[src/rtl/basys3_seg_scan.sv]
// basys3_seg_scan: time-multiplexed driver for the Basys3 4-digit common-anode
// seven-segment display. Scans digits round-robin with a per-slot guard band,
// PWM dimming and per-digit blanking. Writes land in a shadow register and
// are committed to the displayed (active) register only at frame boundaries.
//
// Write handshake: a write is accepted on any cycle where wr_en && wr_ready.
// wr_ready is low from the cycle after acceptance until the cycle after the
// frame boundary that commits the shadow; wr_en while wr_ready is low is
// ignored and leaves the shadow untouched.
module basys3_seg_scan #(
   parameter int REFRESH_DIV = 100000,
   parameter int GUARD       = 2
) (
   input  logic        clock,
   input  logic        reset,
   input  logic        wr_en,
   input  logic [15:0] wr_data,
   input  logic [3:0]  wr_dp,
   input  logic [3:0]  blank_mask,
   input  logic [3:0]  brightness,
   output logic [6:0]  seg,
   output logic        dp,
   output logic [3:0]  an,
   output logic        wr_ready,
   output logic        frame_tick
);

   localparam int CW = (REFRESH_DIV > 1) ? $clog2(REFRESH_DIV) : 1;
   localparam logic [CW-1:0] SLOT_LAST = CW'(REFRESH_DIV - 1);
   localparam logic [CW-1:0] GUARD_V   = CW'(GUARD);

   typedef enum logic {
      IDLE = 1'b0,
      PEND = 1'b1
   } wr_state_t;

   logic [CW-1:0] slot_cnt;
   logic [1:0]    digit;
   logic [3:0]    pwm_cnt;
   logic [15:0]   act_data;
   logic [3:0]    act_dp;
   logic [15:0]   sh_data;
   logic [3:0]    sh_dp;
   wr_state_t     state;
   wr_state_t     state_nxt;
   logic          capture;
   logic          commit;
   logic          slot_last;
   logic          boundary;
   logic [3:0]    cur_nib;
   logic          cur_dp;
   logic          cur_blank;
   logic          an_en;
   logic [3:0]    an_nxt;

   // Active-low hex glyphs, {g,f,e,d,c,b,a}.
   function automatic logic [6:0] hex_to_seg(input logic [3:0] v);
      case (v)
         4'h0: hex_to_seg = 7'b1000000;
         4'h1: hex_to_seg = 7'b1111001;
         4'h2: hex_to_seg = 7'b0100100;
         4'h3: hex_to_seg = 7'b0110000;
         4'h4: hex_to_seg = 7'b0011001;
         4'h5: hex_to_seg = 7'b0010010;
         4'h6: hex_to_seg = 7'b0000010;
         4'h7: hex_to_seg = 7'b1111000;
         4'h8: hex_to_seg = 7'b0000000;
         4'h9: hex_to_seg = 7'b0010000;
         4'hA: hex_to_seg = 7'b0001000;
         4'hB: hex_to_seg = 7'b0000011;
         4'hC: hex_to_seg = 7'b1000110;
         4'hD: hex_to_seg = 7'b0100001;
         4'hE: hex_to_seg = 7'b0000110;
         default: hex_to_seg = 7'b0001110;
      endcase
   endfunction

   assign slot_last = (slot_cnt == SLOT_LAST);
   assign boundary  = slot_last && (digit == 2'd3);

   // Slot, digit and PWM counters; digit wrap 3->0 marks the frame boundary.
   always_ff @(posedge clock) begin
      if (reset) begin
         slot_cnt <= '0;
         digit    <= 2'd0;
         pwm_cnt  <= 4'd0;
      end else begin
         if (slot_last) begin
            slot_cnt <= '0;
            digit    <= digit + 2'd1;
         end else begin
            slot_cnt <= slot_cnt + 1'b1;
         end
         pwm_cnt <= pwm_cnt + 4'd1;
      end
   end

   // Write handshake state register.
   always_ff @(posedge clock) begin
      if (reset) state <= IDLE;
      else       state <= state_nxt;
   end

   // Handshake next state: capture when idle, commit at the boundary when pending.
   always_comb begin
      state_nxt = state;
      capture   = 1'b0;
      commit    = 1'b0;
      case (state)
         IDLE: begin
            if (wr_en) begin
               capture   = 1'b1;
               state_nxt = PEND;
            end
         end
         PEND: begin
            if (boundary) begin
               commit    = 1'b1;
               state_nxt = IDLE;
            end
         end
         default: state_nxt = IDLE;
      endcase
   end

   // Shadow and active data registers; reset discards any pending shadow.
   always_ff @(posedge clock) begin
      if (reset) begin
         sh_data  <= 16'h0000;
         sh_dp    <= 4'h0;
         act_data <= 16'h0000;
         act_dp   <= 4'h0;
      end else begin
         if (capture) begin
            sh_data <= wr_data;
            sh_dp   <= wr_dp;
         end
         if (commit) begin
            act_data <= sh_data;
            act_dp   <= sh_dp;
         end
      end
   end

   // Select the current digit's nibble, decimal point and blank bit.
   always_comb begin
      cur_nib   = act_data[3:0];
      cur_dp    = act_dp[0];
      cur_blank = blank_mask[0];
      case (digit)
         2'd0: begin cur_nib = act_data[3:0];   cur_dp = act_dp[0]; cur_blank = blank_mask[0]; end
         2'd1: begin cur_nib = act_data[7:4];   cur_dp = act_dp[1]; cur_blank = blank_mask[1]; end
         2'd2: begin cur_nib = act_data[11:8];  cur_dp = act_dp[2]; cur_blank = blank_mask[2]; end
         default: begin cur_nib = act_data[15:12]; cur_dp = act_dp[3]; cur_blank = blank_mask[3]; end
      endcase
   end

   // Anode is on only past the guard band, inside the PWM window and unblanked.
   always_comb begin
      an_en  = (slot_cnt >= GUARD_V) && (pwm_cnt <= brightness) && !cur_blank;
      an_nxt = 4'b1111;
      if (an_en) an_nxt = ~(4'b0001 << digit);
   end

   // Registered pin drivers.
   always_ff @(posedge clock) begin
      if (reset) begin
         an         <= 4'b1111;
         seg        <= 7'b1111111;
         dp         <= 1'b1;
         wr_ready   <= 1'b1;
         frame_tick <= 1'b0;
      end else begin
         an         <= an_nxt;
         seg        <= hex_to_seg(cur_nib);
         dp         <= ~cur_dp;
         wr_ready   <= (state_nxt == IDLE);
         frame_tick <= boundary;
      end
   end

endmodule

[config.mk]
export PLATFORM = sky130hd
export DESIGN_NAME = basys3_seg_scan
export DESIGN_NICKNAME = d
export VERILOG_FILES = /design/src/rtl/basys3_seg_scan.sv
export SDC_FILE = /design/constraint.sdc
export NUM_CORES = 1
export LEC_CHECK = 0
export ABC_AREA = 1
export BUFFER_PORTS_ARGS = -buffer_cell sky130_fd_sc_hd__buf_2
export CORE_ASPECT_RATIO = 1.25
export CORE_MARGIN = 2
export CORE_UTILIZATION = 56
export DETAILED_ROUTE_END_ITERATION = 10
export PLACE_DENSITY = 0.79
export SKIP_LAST_GASP = 1
export SLEW_MARGIN = 10
export SYNTH_ARGS = -nofsm -noshare
export SYNTH_HDL_FRONTEND = slang
export SYNTH_SLANG_ARGS = --single-unit
[constraint.sdc]
create_clock -name clock -period 4.8 [get_ports clock]
set_clock_uncertainty 0.15 [all_clocks]
set_input_delay 0.48 -clock clock [delete_from_list [all_inputs] [get_ports clock]]
set_output_delay 0.48 -clock clock [all_outputs]
set_load 0.1 [all_outputs]
==> impl_metrics.tcl <==
set metrics [dict create \
    vias_per_cell 5.06 \
    track_usage_pct 23.3 \
    p_int_w 0.00104 \
    ys_seq_area_share_pct 43.8 \
    die_x_um 75.4 \
    core-area_sq_um 6170 \
    synth_seq_cells 78 \
    regToRegStartpoint "digit[0]" \
    drcViolationCount 0 \
    grt_max_degree 42 \
    worst_pin_slew_ps 724 \
    insertion_delay_ps 350 \
    num_vias 3196 \
    antenna_found_initial 0 \
    rr_worst_depth 10 \
    start_util_pct 57.8 \
    worst_slack_ps 2160 \
    yosysWarnings 0 \
    setup_violations 0 \
    critPathMaxFanout 6 \
    drtAntennaViolNets 0 \
    required_ps 4880 \
    r2r_setup_slack_ps 2160 \
    n_antenna_cell 0 \
    synthesis.area_sq_um 3570 \
    hold_path_class "in2reg" \
    cp_data_arrival_time_ps 2720 \
    syn_inst 501 \
    grt_pass1_vias 2890 \
    finalCritPeriodShare_pct 55.0 \
    syn_to_final_growth_pct 13.5 \
    fmax_mhz 379 \
    syn_nets 550 \
    drv_cap 0 \
    slew_violations 0 \
    pwr-share-comb_pct 7.5 \
    rows 32 \
    ys_types 28 \
    clkPwrFrac_pct 41.7 \
    cts_setup_buffers 0 \
    p_switching_w 0.000305 \
    drt-wirelength-per-cell_um 11.7 \
    port_buffers 44 \
    final_layout_size_suffix_gt1_share_pct 12.8 \
    timing.slew.headroom_pct 51.7 \
    rsz0062_at_grt "no" \
    grt_pass1_wl_mm 12.6 \
    vdd_drop_max_uv 243 \
    hp-start "wr_data[9]" \
    finalCriticalPeriod_ps 2640 \
    cpMaxStageDelayCell "o21ai_0" \
    max_stage_delay_ps 530 \
    finalHoldViolations 0 \
    avgSynthCellArea_sq_um 7.12 \
    crit_path_frequent_cell "inv_1" \
    clock_path_buffers 2 \
    cts-resized-gates 0 \
    final_area_sq_um 4050 \
    root_buffer "clkbuf_8" \
    path_cells "inv_1 > ha_1 > inv_1 > o21ai_0 > o21ai_0 > inv_1 > ha_1 > nand3b_1 > nand3_1 > nand3_1" \
    endpoint_kind "flop" \
    cts_buffers 9 \
    cts.hold.buffers_added 0 \
    swShare_pct 22.7 \
    totalWireLength_mm 7.36 \
    path_buf_inv 3 \
    clkTransAtPathRegs_ps 70 \
    final_nets 592 \
    drt_iter0_drc 262 \
    dieArea_sq_um 7030 \
    detail_route.first_pass.iterations 5 \
    tritoncts "yes" \
    pre_cts_ws_ps 2210 \
    nFillCells 588 \
    cts_sinks 78 \
    place_congestion 0.911 \
    grt_overflow_total 0 \
    start_kind "flop" \
    p_leak_nw 1.94 \
    tns_ps 0 \
    die_height_um 93.2 \
    status "complete, no violations" \
    dp_hpwl_mm 5.27 \
    ioPinCount 45 \
    place_area_sq_um 3820 \
    hold_end "sh_data[9]" \
    powerDensity_nw_per_um2 331 \
    pwr-share-seq_pct 50.8 \
    critPathKind "reg2reg" \
    r2r_end "seg[3]" \
    path_delay_family "adder cells" \
    h-tree-depth 3 \
    hold_depth 3 \
]
stage by stage:
| step | utilization (%) | hold WS, ps | cells | power (W) |
|---|---|---|---|---|
| final | 65.7 | 200 | 631 | 0.00134 |
| after global routing | 65.7 | 191 | 631 | 0.00140 |
| after CTS | 65.7 | 195 | 631 | 0.00135 |
| after detailed placement | 62.0 | 306 | 617 | 0.000797 |
| after global placement | 62.0 | 298 | 617 | 0.000794 |
| after floorplan | - | 280 | 501 | 0.000768 |
how the worst max path moves through the flow:
| stage | start | endpoint | slack [ps] | depth (start not counted) |
|---|---|---|---|---|
| 2_1_floorplan | digit[0] | seg[3] | 2520 | 10 |
| 6_report | digit[0] | seg[3] | 2160 | 10 |
| 3_3_place_gp | digit[0] | seg[3] | 2370 | 10 |
| 3_5_place_dp | digit[0] | seg[3] | 2210 | 10 |
| 5_1_grt | digit[0] | seg[1] | 2050 | 11 |
| 4_1_cts | digit[0] | seg[3] | 2200 | 10 |
per-layer routing:
metal / routed length (um) / vias to the layer above / GRT usage [%]
met5: 0 / - / 0
met2: 3420 / 91 / 36.0
li1: - / 1653 / -
met1: 3280 / 1429 / 29.4
met4: 289 / 0 / 13.5
met3: 371 / 23 / 4.96
final cells by class:
class                           count  area [sq um]  share of cell area (%)
Clock inverter                      5           100                    2.47
Clock buffer                        9           124                    3.06
Multi-Input combinational cell    351          1710                    42.2
Inverter                           57           214                    5.28
Tap cell                           85           106                    2.63
Timing Repair Buffer               46           235                    5.81
Sequential cell                    78          1560                    38.6
synth_stat cells:
library cell	instances	area share [%]
a21oi_1	14	2.0
nand3_2	1	0.28
nand3b_1	1	0.21
o211ai_1	2	0.42
nor2_2	1	0.18
o22ai_1	1	0.18
nor2_4	1	0.32
nand4_1	11	1.9
or2_2	3	0.53
inv_1	55	5.8
buf_4	1	0.21
inv_2	2	0.21
buf_2	6	0.84
nand3_1	27	3.8
nand2_1	107	11
xnor2_1	2	0.49
dfxtp_1	78	44
nor3_1	7	0.98
buf_6	2	0.63
o221ai_1	1	0.25
o22ai_2	1	0.35
nor4_1	1	0.18
nor2_1	115	12
clkbuf_1	6	0.63
nand3_4	1	0.49
xor2_1	6	1.5
ha_1	18	6.3
o21ai_0	30	4.2
power by group through the flow:
stage / logic (W) / registers (W) / clock network (W)
floorplan: 0.0000464 / 0.000721 / 0
global placement: 0.0000986 / 0.000695 / 0
detailed placement: 0.000101 / 0.000695 / 0
CTS: 0.000102 / 0.000681 / 0.000569
global route: 0.000113 / 0.000684 / 0.000599
finish: 0.000101 / 0.000681 / 0.000559
placed cells by master (no fill, tap or decap):
| master | instances |
|---|---|
| xor2_1 | 6 |
| nor3_1 | 7 |
| buf_4 | 2 |
| xnor2_1 | 2 |
| nor2_1 | 115 |
| o22ai_1 | 1 |
| o221ai_1 | 1 |
| or2_2 | 3 |
| o21ai_0 | 30 |
| clkinv_2 | 2 |
| nor2_2 | 1 |
| inv_2 | 2 |
| o22ai_2 | 1 |
| inv_1 | 55 |
| nand3_1 | 27 |
| nor4_1 | 1 |
| nand2_1 | 107 |
| a21oi_1 | 14 |
| nand3b_1 | 1 |
| nor2_4 | 1 |
| buf_2 | 44 |
| nand3_4 | 1 |
| nand4_1 | 11 |
| dfxtp_1 | 78 |
| clkbuf_8 | 9 |
| nand3_2 | 1 |
| bufinv_16 | 3 |
| ha_1 | 18 |
| o211ai_1 | 2 |
cells by family (layout without fill, tap and decap cells):
group	after synthesis	after routing	synth area share, %
buffers and inverters	72	117	8.32
AOI/OAI and AO/OA	49	49	7.37
and+or+nand+nor	276	276	32.2
adders and majority gates	18	18	6.32
DFF	78	78	43.8
xor gates and xnor gates	8	8	1.96
registers in the layout (all words and copies together), names as in the netlist:
register,flops
slot_cnt,17
act_data,16
sh_data,16
seg,7
act_dp,4
an,4
pwm_cnt,4
sh_dp,4
digit,2
dp,1
frame_tick,1
state,1
wr_ready,1
worst reg2reg max path, cell delays in order (launching register included):
cell and delay, ps:
dfxtp_1 400, inv_1 110, ha_1 290, inv_1 100
o21ai_0 70, o21ai_0 530, inv_1 190, ha_1 330
nand3b_1 190, nand3_1 110, nand3_1 80
Note: power is estimated with default switching activity, not from simulation.
